$ cat src/rtl/ps2_pkg.sv
// Shared PS/2 receive definitions: FSM states, prefix bytes and the scancodes
// the downstream keyboard command decoder acts on.
package ps2_pkg;

  typedef enum logic [1:0] {
    IDLE   = 2'd0,
    DATA   = 2'd1,
    PARITY = 2'd2,
    STOP   = 2'd3
  } rx_state_t;

  localparam logic [7:0] PS2_BREAK = 8'hF0;
  localparam logic [7:0] PS2_EXT   = 8'hE0;

  // Set-2 make codes used by the command decoder (digits select files)
  localparam logic [7:0] KEY_0     = 8'h45;
  localparam logic [7:0] KEY_1     = 8'h16;
  localparam logic [7:0] KEY_2     = 8'h1E;
  localparam logic [7:0] KEY_3     = 8'h26;
  localparam logic [7:0] KEY_4     = 8'h25;
  localparam logic [7:0] KEY_5     = 8'h2E;
  localparam logic [7:0] KEY_6     = 8'h36;
  localparam logic [7:0] KEY_7     = 8'h3D;
  localparam logic [7:0] KEY_8     = 8'h3E;
  localparam logic [7:0] KEY_9     = 8'h46;
  localparam logic [7:0] KEY_P     = 8'h4D;
  localparam logic [7:0] KEY_ENTER = 8'h5A;
  localparam logic [7:0] KEY_R     = 8'h2D;

  // PS/2 uses odd parity over the data byte plus the parity bit
  function automatic logic odd_parity_ok(input logic [7:0] data, input logic parity);
    return ^{data, parity};
  endfunction

  function automatic logic is_prefix(input logic [7:0] data);
    return (data == PS2_BREAK) || (data == PS2_EXT);
  endfunction

endpackage

$ cat src/rtl/ps2_scancode_rx_if.sv
// Scancode output bus from the PS/2 receiver to the command decoder.
interface ps2_scancode_rx_if;
  logic [7:0] scancode;
  logic       valid;
  logic       is_break;
  logic       is_ext;
  logic       frame_err;

  modport master (
    output scancode,
    output valid,
    output is_break,
    output is_ext,
    output frame_err
  );

  modport slave (
    input scancode,
    input valid,
    input is_break,
    input is_ext,
    input frame_err
  );
endinterface

$ cat src/rtl/ps2_line_filter.sv
// 2-FF synchronizer plus stability filter for the PS/2 clock pin; emits a
// one-cycle pulse in the first cycle the filtered level reads low.
module ps2_line_filter #(
  parameter int   FILTER_CYCLES = 8,
  parameter logic RESET_LEVEL   = 1'b1
) (
  input  logic clk_in,
  input  logic reset,
  input  logic pin,
  output logic fall
);

  localparam int CW = $clog2(FILTER_CYCLES + 1);

  logic [1:0]    sync_reg;
  logic          level_reg;
  logic [CW-1:0] cnt_reg;
  logic          fall_reg;
  logic          sync_level;

  assign sync_level = sync_reg[1];
  assign fall       = fall_reg;

  always_ff @(posedge clk_in or posedge reset) begin
    if (reset) begin
      sync_reg <= {2{RESET_LEVEL}};
    end else begin
      sync_reg <= {sync_reg[0], pin};
    end
  end

  // The level only flips after FILTER_CYCLES consecutive differing samples
  always_ff @(posedge clk_in or posedge reset) begin
    if (reset) begin
      level_reg <= RESET_LEVEL;
      cnt_reg   <= '0;
      fall_reg  <= 1'b0;
    end else begin
      fall_reg <= 1'b0;
      if (sync_level != level_reg) begin
        if (cnt_reg == CW'(FILTER_CYCLES - 1)) begin
          level_reg <= sync_level;
          cnt_reg   <= '0;
          fall_reg  <= level_reg & ~sync_level;
        end else begin
          cnt_reg <= cnt_reg + CW'(1);
        end
      end else begin
        cnt_reg <= '0;
      end
    end
  end

endmodule

$ cat src/rtl/ps2_scancode_rx.sv
// PS/2 device-to-host frame receiver: filtered clock, 11-bit frame check,
// mid-frame timeout and break/extended prefix tracking.
module ps2_scancode_rx
  import ps2_pkg::*;
#(
  parameter int FILTER_CYCLES  = 8,
  parameter int TIMEOUT_CYCLES = 200000,
  parameter int PASS_PREFIX    = 1
) (
  input  logic                      clk_in,
  input  logic                      reset,
  input  logic                      ps2_clock,
  input  logic                      ps2_data,
  ps2_scancode_rx_if.master         rx_bus
);

  localparam int TW = (TIMEOUT_CYCLES > 1) ? $clog2(TIMEOUT_CYCLES) : 1;

  logic          fall;
  logic [1:0]    data_sync_reg;
  logic          data_sync;
  logic          timeout_hit;

  rx_state_t     state_reg,      state_next;
  logic [2:0]    bit_cnt_reg,    bit_cnt_next;
  logic [7:0]    shift_reg,      shift_next;
  logic          parity_reg,     parity_next;
  logic [TW-1:0] timeout_reg,    timeout_next;
  logic          break_pend_reg, break_pend_next;
  logic          ext_pend_reg,   ext_pend_next;
  logic [7:0]    scancode_reg,   scancode_next;
  logic          valid_reg,      valid_next;
  logic          is_break_reg,   is_break_next;
  logic          is_ext_reg,     is_ext_next;
  logic          frame_err_reg,  frame_err_next;

  ps2_line_filter #(
    .FILTER_CYCLES (FILTER_CYCLES),
    .RESET_LEVEL   (1'b1)
  ) u_clk_filter (
    .clk_in (clk_in),
    .reset  (reset),
    .pin    (ps2_clock),
    .fall   (fall)
  );

  // Data is stable for many microseconds around a clock edge, so it needs
  // no filtering, only synchronizing.
  always_ff @(posedge clk_in or posedge reset) begin
    if (reset) begin
      data_sync_reg <= 2'b11;
    end else begin
      data_sync_reg <= {data_sync_reg[0], ps2_data};
    end
  end

  assign data_sync   = data_sync_reg[1];
  assign timeout_hit = (timeout_reg == TW'(TIMEOUT_CYCLES - 1));

  always_ff @(posedge clk_in or posedge reset) begin
    if (reset) begin
      state_reg      <= IDLE;
      bit_cnt_reg    <= '0;
      shift_reg      <= '0;
      parity_reg     <= 1'b0;
      timeout_reg    <= '0;
      break_pend_reg <= 1'b0;
      ext_pend_reg   <= 1'b0;
      scancode_reg   <= '0;
      valid_reg      <= 1'b0;
      is_break_reg   <= 1'b0;
      is_ext_reg     <= 1'b0;
      frame_err_reg  <= 1'b0;
    end else begin
      state_reg      <= state_next;
      bit_cnt_reg    <= bit_cnt_next;
      shift_reg      <= shift_next;
      parity_reg     <= parity_next;
      timeout_reg    <= timeout_next;
      break_pend_reg <= break_pend_next;
      ext_pend_reg   <= ext_pend_next;
      scancode_reg   <= scancode_next;
      valid_reg      <= valid_next;
      is_break_reg   <= is_break_next;
      is_ext_reg     <= is_ext_next;
      frame_err_reg  <= frame_err_next;
    end
  end

  always_comb begin
    state_next      = state_reg;
    bit_cnt_next    = bit_cnt_reg;
    shift_next      = shift_reg;
    parity_next     = parity_reg;
    timeout_next    = timeout_reg + TW'(1);
    break_pend_next = break_pend_reg;
    ext_pend_next   = ext_pend_reg;
    scancode_next   = scancode_reg;
    is_break_next   = is_break_reg;
    is_ext_next     = is_ext_reg;
    valid_next      = 1'b0;
    frame_err_next  = 1'b0;

    unique case (state_reg)
      IDLE: begin
        if (fall) begin
          if (!data_sync) begin
            state_next   = DATA;
            bit_cnt_next = '0;
          end else begin
            frame_err_next = 1'b1;
          end
        end
      end

      DATA: begin
        if (fall) begin
          shift_next   = {data_sync, shift_reg[7:1]};
          bit_cnt_next = bit_cnt_reg + 3'd1;
          if (bit_cnt_reg == 3'd7) begin
            state_next = PARITY;
          end
        end else if (timeout_hit) begin
          frame_err_next = 1'b1;
          state_next     = IDLE;
        end
      end

      PARITY: begin
        if (fall) begin
          parity_next = data_sync;
          state_next  = STOP;
        end else if (timeout_hit) begin
          frame_err_next = 1'b1;
          state_next     = IDLE;
        end
      end

      STOP: begin
        if (fall) begin
          state_next = IDLE;
          if (data_sync && odd_parity_ok(shift_reg, parity_reg)) begin
            if (shift_reg == PS2_BREAK) begin
              break_pend_next = 1'b1;
              if (PASS_PREFIX != 0) begin
                scancode_next = shift_reg;
                valid_next    = 1'b1;
                is_break_next = 1'b0;
                is_ext_next   = ext_pend_reg;
              end
            end else if (shift_reg == PS2_EXT) begin
              ext_pend_next = 1'b1;
              if (PASS_PREFIX != 0) begin
                scancode_next = shift_reg;
                valid_next    = 1'b1;
                is_break_next = 1'b0;
                is_ext_next   = 1'b0;
              end
            end else begin
              scancode_next   = shift_reg;
              valid_next      = 1'b1;
              is_break_next   = break_pend_reg;
              is_ext_next     = ext_pend_reg;
              break_pend_next = 1'b0;
              ext_pend_next   = 1'b0;
            end
          end else begin
            frame_err_next = 1'b1;
          end
        end else if (timeout_hit) begin
          frame_err_next = 1'b1;
          state_next     = IDLE;
        end
      end

      default: begin
        state_next = IDLE;
      end
    endcase

    // A fall event restarts the inter-edge timer; leaving the frame parks it
    if (fall || state_next == IDLE) begin
      timeout_next = '0;
    end
  end

  assign rx_bus.scancode  = scancode_reg;
  assign rx_bus.valid     = valid_reg;
  assign rx_bus.is_break  = is_break_reg;
  assign rx_bus.is_ext    = is_ext_reg;
  assign rx_bus.frame_err = frame_err_reg;

endmodule

$ cat src/flat_wrapper.sv
// flat-port wrapper written by rule: the top's interface ports become plain ports
module ps2_scancode_rx_flat import ps2_pkg::*;
#(
  parameter int FILTER_CYCLES  = 8,
  parameter int TIMEOUT_CYCLES = 200000,
  parameter int PASS_PREFIX    = 1
)
  (clk_in, reset, ps2_clock, ps2_data, rx_bus_scancode, rx_bus_valid, rx_bus_is_break, rx_bus_is_ext, rx_bus_frame_err);
  ps2_scancode_rx_if rx_bus_i ();
  input  logic clk_in;
  input  logic reset;
  input  logic ps2_clock;
  input  logic ps2_data;
  output wire logic [$bits(rx_bus_i.scancode)-1:0] rx_bus_scancode;
  output wire logic [$bits(rx_bus_i.valid)-1:0] rx_bus_valid;
  output wire logic [$bits(rx_bus_i.is_break)-1:0] rx_bus_is_break;
  output wire logic [$bits(rx_bus_i.is_ext)-1:0] rx_bus_is_ext;
  output wire logic [$bits(rx_bus_i.frame_err)-1:0] rx_bus_frame_err;
  assign rx_bus_scancode = rx_bus_i.scancode;
  assign rx_bus_valid = rx_bus_i.valid;
  assign rx_bus_is_break = rx_bus_i.is_break;
  assign rx_bus_is_ext = rx_bus_i.is_ext;
  assign rx_bus_frame_err = rx_bus_i.frame_err;
  ps2_scancode_rx #(.FILTER_CYCLES(FILTER_CYCLES), .TIMEOUT_CYCLES(TIMEOUT_CYCLES), .PASS_PREFIX(PASS_PREFIX)) u_core (.clk_in(clk_in), .reset(reset), .ps2_clock(ps2_clock), .ps2_data(ps2_data), .rx_bus(rx_bus_i));
endmodule
$ cat config.mk
export PLATFORM = sky130hd
export DESIGN_NAME = ps2_scancode_rx_flat
export DESIGN_NICKNAME = d
export VERILOG_FILES = /design/src/rtl/ps2_pkg.sv /design/src/rtl/ps2_scancode_rx_if.sv /design/src/rtl/ps2_line_filter.sv /design/src/rtl/ps2_scancode_rx.sv /design/src/flat_wrapper.sv
export SDC_FILE = /design/constraint.sdc
export NUM_CORES = 1
export LEC_CHECK = 0
export CAP_MARGIN = 20
export CORE_MARGIN = 2
export CORE_UTILIZATION = 55
export CTS_BUF_LIST = sky130_fd_sc_hd__clkbuf_2
export DETAILED_ROUTE_END_ITERATION = 10
export PLACE_DENSITY = 0.78
export REMOVE_ABC_BUFFERS = 1
export SETUP_SLACK_MARGIN = 0.2
export SLEW_MARGIN = 10
export SYNTH_ARGS = -nofsm -noshare
export SYNTH_HDL_FRONTEND = slang
export SYNTH_SLANG_ARGS = --single-unit
$ cat constraint.sdc
create_clock -name clk_in -period 2.1 [get_ports clk_in]
set_input_delay 0.21 -clock clk_in [delete_from_list [all_inputs] [get_ports clk_in]]
set_output_delay 0.21 -clock clk_in [all_outputs]
set_load 0.01 [all_outputs]
==> impl_metrics.ini <==
[timing]
timing.final.crit_share_pct = 92.1
rsz0062_at_grt = yes
worst_pin_slew_ns = 0.471
finalSetupTns_ns = 0
setup_ws_ns = 0.166
timing.fmax_mhz = 517
setup_violations = 0
fin_worst_skew_ns = 0.0287
slew_violations = 0
final.min_clock_period_ns = 1.93
hold_viol = 0
relSlewSlack_pct = 68.6

[setup_path]
worstPathRequired_ns = 2.46
end_kind = register
arrival_ns = 2.30
cp.depth = 5
path_cells = xor2_1 > xnor3_2 > mux2i_4 > buf_6 > mux2_4
r2r_slack_ns = 0.17
max_stage_delay_ns = 0.47
critPathTopFamily = XOR/XNOR gates
cp_num_buf_inv = 1
rr_worst_depth = 5
crit_fanout = 3
r2r_start = u_core.shift_reg[3]
slowest_stage = xnor3_2
worstReg2RegEnd = u_core.rx_bus.scancode[7]
setup.worst_path.start_class = register
crit_type = reg -> reg

[global_routing]
grt_max_degree = 37
grt_pass1_vias = 1838
antenna_found_initial = 0
grt_pass1_wl_um = 8180
grt_use_total_pct = 19.6
grt_overflow_total = 0

[logic_synthesis]
syn_inst = 233
synth_seq_cells = 56
ys_warn_count = 0
synth.distinct_cells = 44
syn_avg_cell_area_um2 = 11.5
synth_area_leaders = dfrtp_1 48%, mux2_2 7.1%, dfstp_2 4.9%
synth.top_cell.area_share_pct = 47.7
synth_edf_count = 0
synth-seq-area-share_pct = 52.6
synthArstFlopShare_pct = 100
netlist_area_mm2 = 0.00268
synth_flop_cell = dfrtp_1
synth_top_area_cell = dfrtp_1

[job]
maxCapViolCount = 0

[min_path]
min_path_type = in -> async

[cells_and_area]
largest_reg_flops = 18
fill_cells = 355
drive_gt1_share_pct = 27.9
insertedDiodeCount = 0
stdcell_area_mm2 = 0.00327
num-nets-final = 288
area_delta_synth_final_pct = 22.1

[floorplanning]
core-area_mm2 = 0.00472
io_pins = 16
die_y_um = 73.8
dieWidth_um = 73.8
rows = 25
start_util_pct = 56.7
dieArea_mm2 = 0.00544

[routing]
routed_via_density = 5.47
drtIter0Drc = 140
wl_um = 4820
vias = 1877
dr.pass1.iters = 4
ant_nets = 0
routedWlPerCell_um = 14.1
drc_errors = 0

[clock_tree]
path_clk_slew_ns = 0.29
h-tree-depth = 2
cts_tree = built
clkSinkCount = 56
clk_path_buf_depth = 2
cts_root_buf = clkbuf_2
clock_latency_ns = 0.45
postCtsHoldBufs = 0
numCtsBuffers = 5

[power]
vdd_drop_max_mv = 0.363
power_density_mw_per_mm2 = 537
p_int_mw = 1.36
p_total_mw = 1.76
p_leak_nw = 1.49
seqPwrFrac_pct = 64.5
p_clk_share_pct = 31.0
switching_power_mw = 0.395
pwr-share-comb_pct = 4.5
swShare_pct = 22.5

[place]
pre_cts_ws_ns = 0.0814
dpl_cell_area_mm2 = 0.00295
dp_hpwl_um = 3080
gp_congestion = 0.866
io_buffers = 15

[outcome]
status = complete, no violations
-- cells in the mapped netlist, types with 2 or more instances --
library cell	number
inv_1	10
nand2_1	16
and2_1	2
dfrtp_1	51
ha_1	9
dfstp_2	5
mux2_2	17
nand4b_1	2
xnor2_1	9
nand3_1	10
a22o_1	3
buf_6	2
nor2_1	9
clkbuf_1	6
nor4_1	4
nand2b_1	4
xor2_1	12
nor2b_1	3
a21oi_1	4
nor3_1	21
o21ai_0	6
nand4_1	5
a2bb2oi_1	2
-- area by class of cell --
type	count	area, um^2	area share (%)
Sequential cell	56	1410	43.1
Multi-Input combinational cell	159	1270	38.8
Timing Repair Buffer	43	400	12.3
Tap cell	67	83.8	2.57
Inverter	10	40.0	1.23
Clock inverter	2	38.8	1.19
Clock buffer	6	30.0	0.919
-- power groups by stage --
stage          Sequential (mW)  Combinational, mW  Clock, mW
2_1_floorplan             1.14             0.0580          0
3_3_place_gp              1.15             0.0796          0
3_5_place_dp              1.15             0.0807          0
4_1_cts                   1.13             0.0814      0.562
5_1_grt                   1.14             0.0952      0.612
6_report                  1.13             0.0797      0.543
-- kinds of logic after synthesis --
logic type               synth area share, %
flip-flops                              52.6
XOR/XNOR                                8.60
multiplexers                            7.99
adder cells (fa/ha/maj)                 4.21
buffers and inverters                   3.08
AO/OA/AOI/OAI                           6.92
AND/OR/NAND/NOR                         16.6
-- through the flow --
step / std cells / hold WS, ns / util (%)
2_1_floorplan: 225 / 0.214 / -
3_3_place_gp: 315 / 0.346 / 62.5
3_5_place_dp: 315 / 0.348 / 62.5
4_1_cts: 340 / 0.0292 / 67.5
5_1_grt: 343 / 0.00374 / 69.2
6_report: 343 / 0.0280 / 69.2
-- repair_timing --
item                       in CTS  in global routing
setup buffers                  17                  3
setup endpoints to repair      32                 31
resized for setup              11                 17
pin swaps                       5                  3
-- cell usage in the layout, fill, tap and decap left out, drive strengths merged, types with 2 or more instances in the layout --
cell / Yosys / layout
xnor3: 2 / 2
nor2: 9 / 9
and2: 2 / 2
nand2: 16 / 16
nor2b: 3 / 3
xor2: 12 / 12
xnor2: 9 / 9
o21ai: 6 / 6
or4: 2 / 2
nand3: 10 / 10
nand2b: 4 / 4
a2bb2oi: 2 / 2
ha: 9 / 9
clkdlybuf4s50: 0 / 15
a22o: 3 / 3
mux2: 17 / 17
nand4b: 2 / 2
nor3: 21 / 21
a21oi: 5 / 5
dfstp: 5 / 5
buf: 2 / 28
inv: 10 / 11
clkbuf: 6 / 6
dfrtp: 51 / 51
nand4: 5 / 5
nor4: 4 / 4
-- worst max-delay path by stage --
stage | start | slack, ns | endpoint
floorplan | u_core.u_clk_filter.fall | 0.14 | u_core.timeout_reg[10]
global placement | u_core.shift_reg[3] | 0.12 | u_core.rx_bus.scancode[6]
detailed placement | u_core.shift_reg[3] | 0.08 | u_core.rx_bus.scancode[5]
CTS | u_core.parity_reg | 0.18 | u_core.rx_bus.scancode[1]
global route | u_core.bit_cnt_reg[0] | 0.1 | u_core.timeout_reg[10]
finish | u_core.shift_reg[3] | 0.17 | u_core.rx_bus.scancode[7]
-- metal layers --
metal  track usage [%]  part of all wire [%]  vias up
li1                  -                     -      910
met1              26.2                    46      927
met2              32.3                    50       32
met3              4.12                   2.6        8
met4              5.45                   1.2        0
met5                 0                     0        -
No activity file was read; power rests on OpenSTA's default activity.
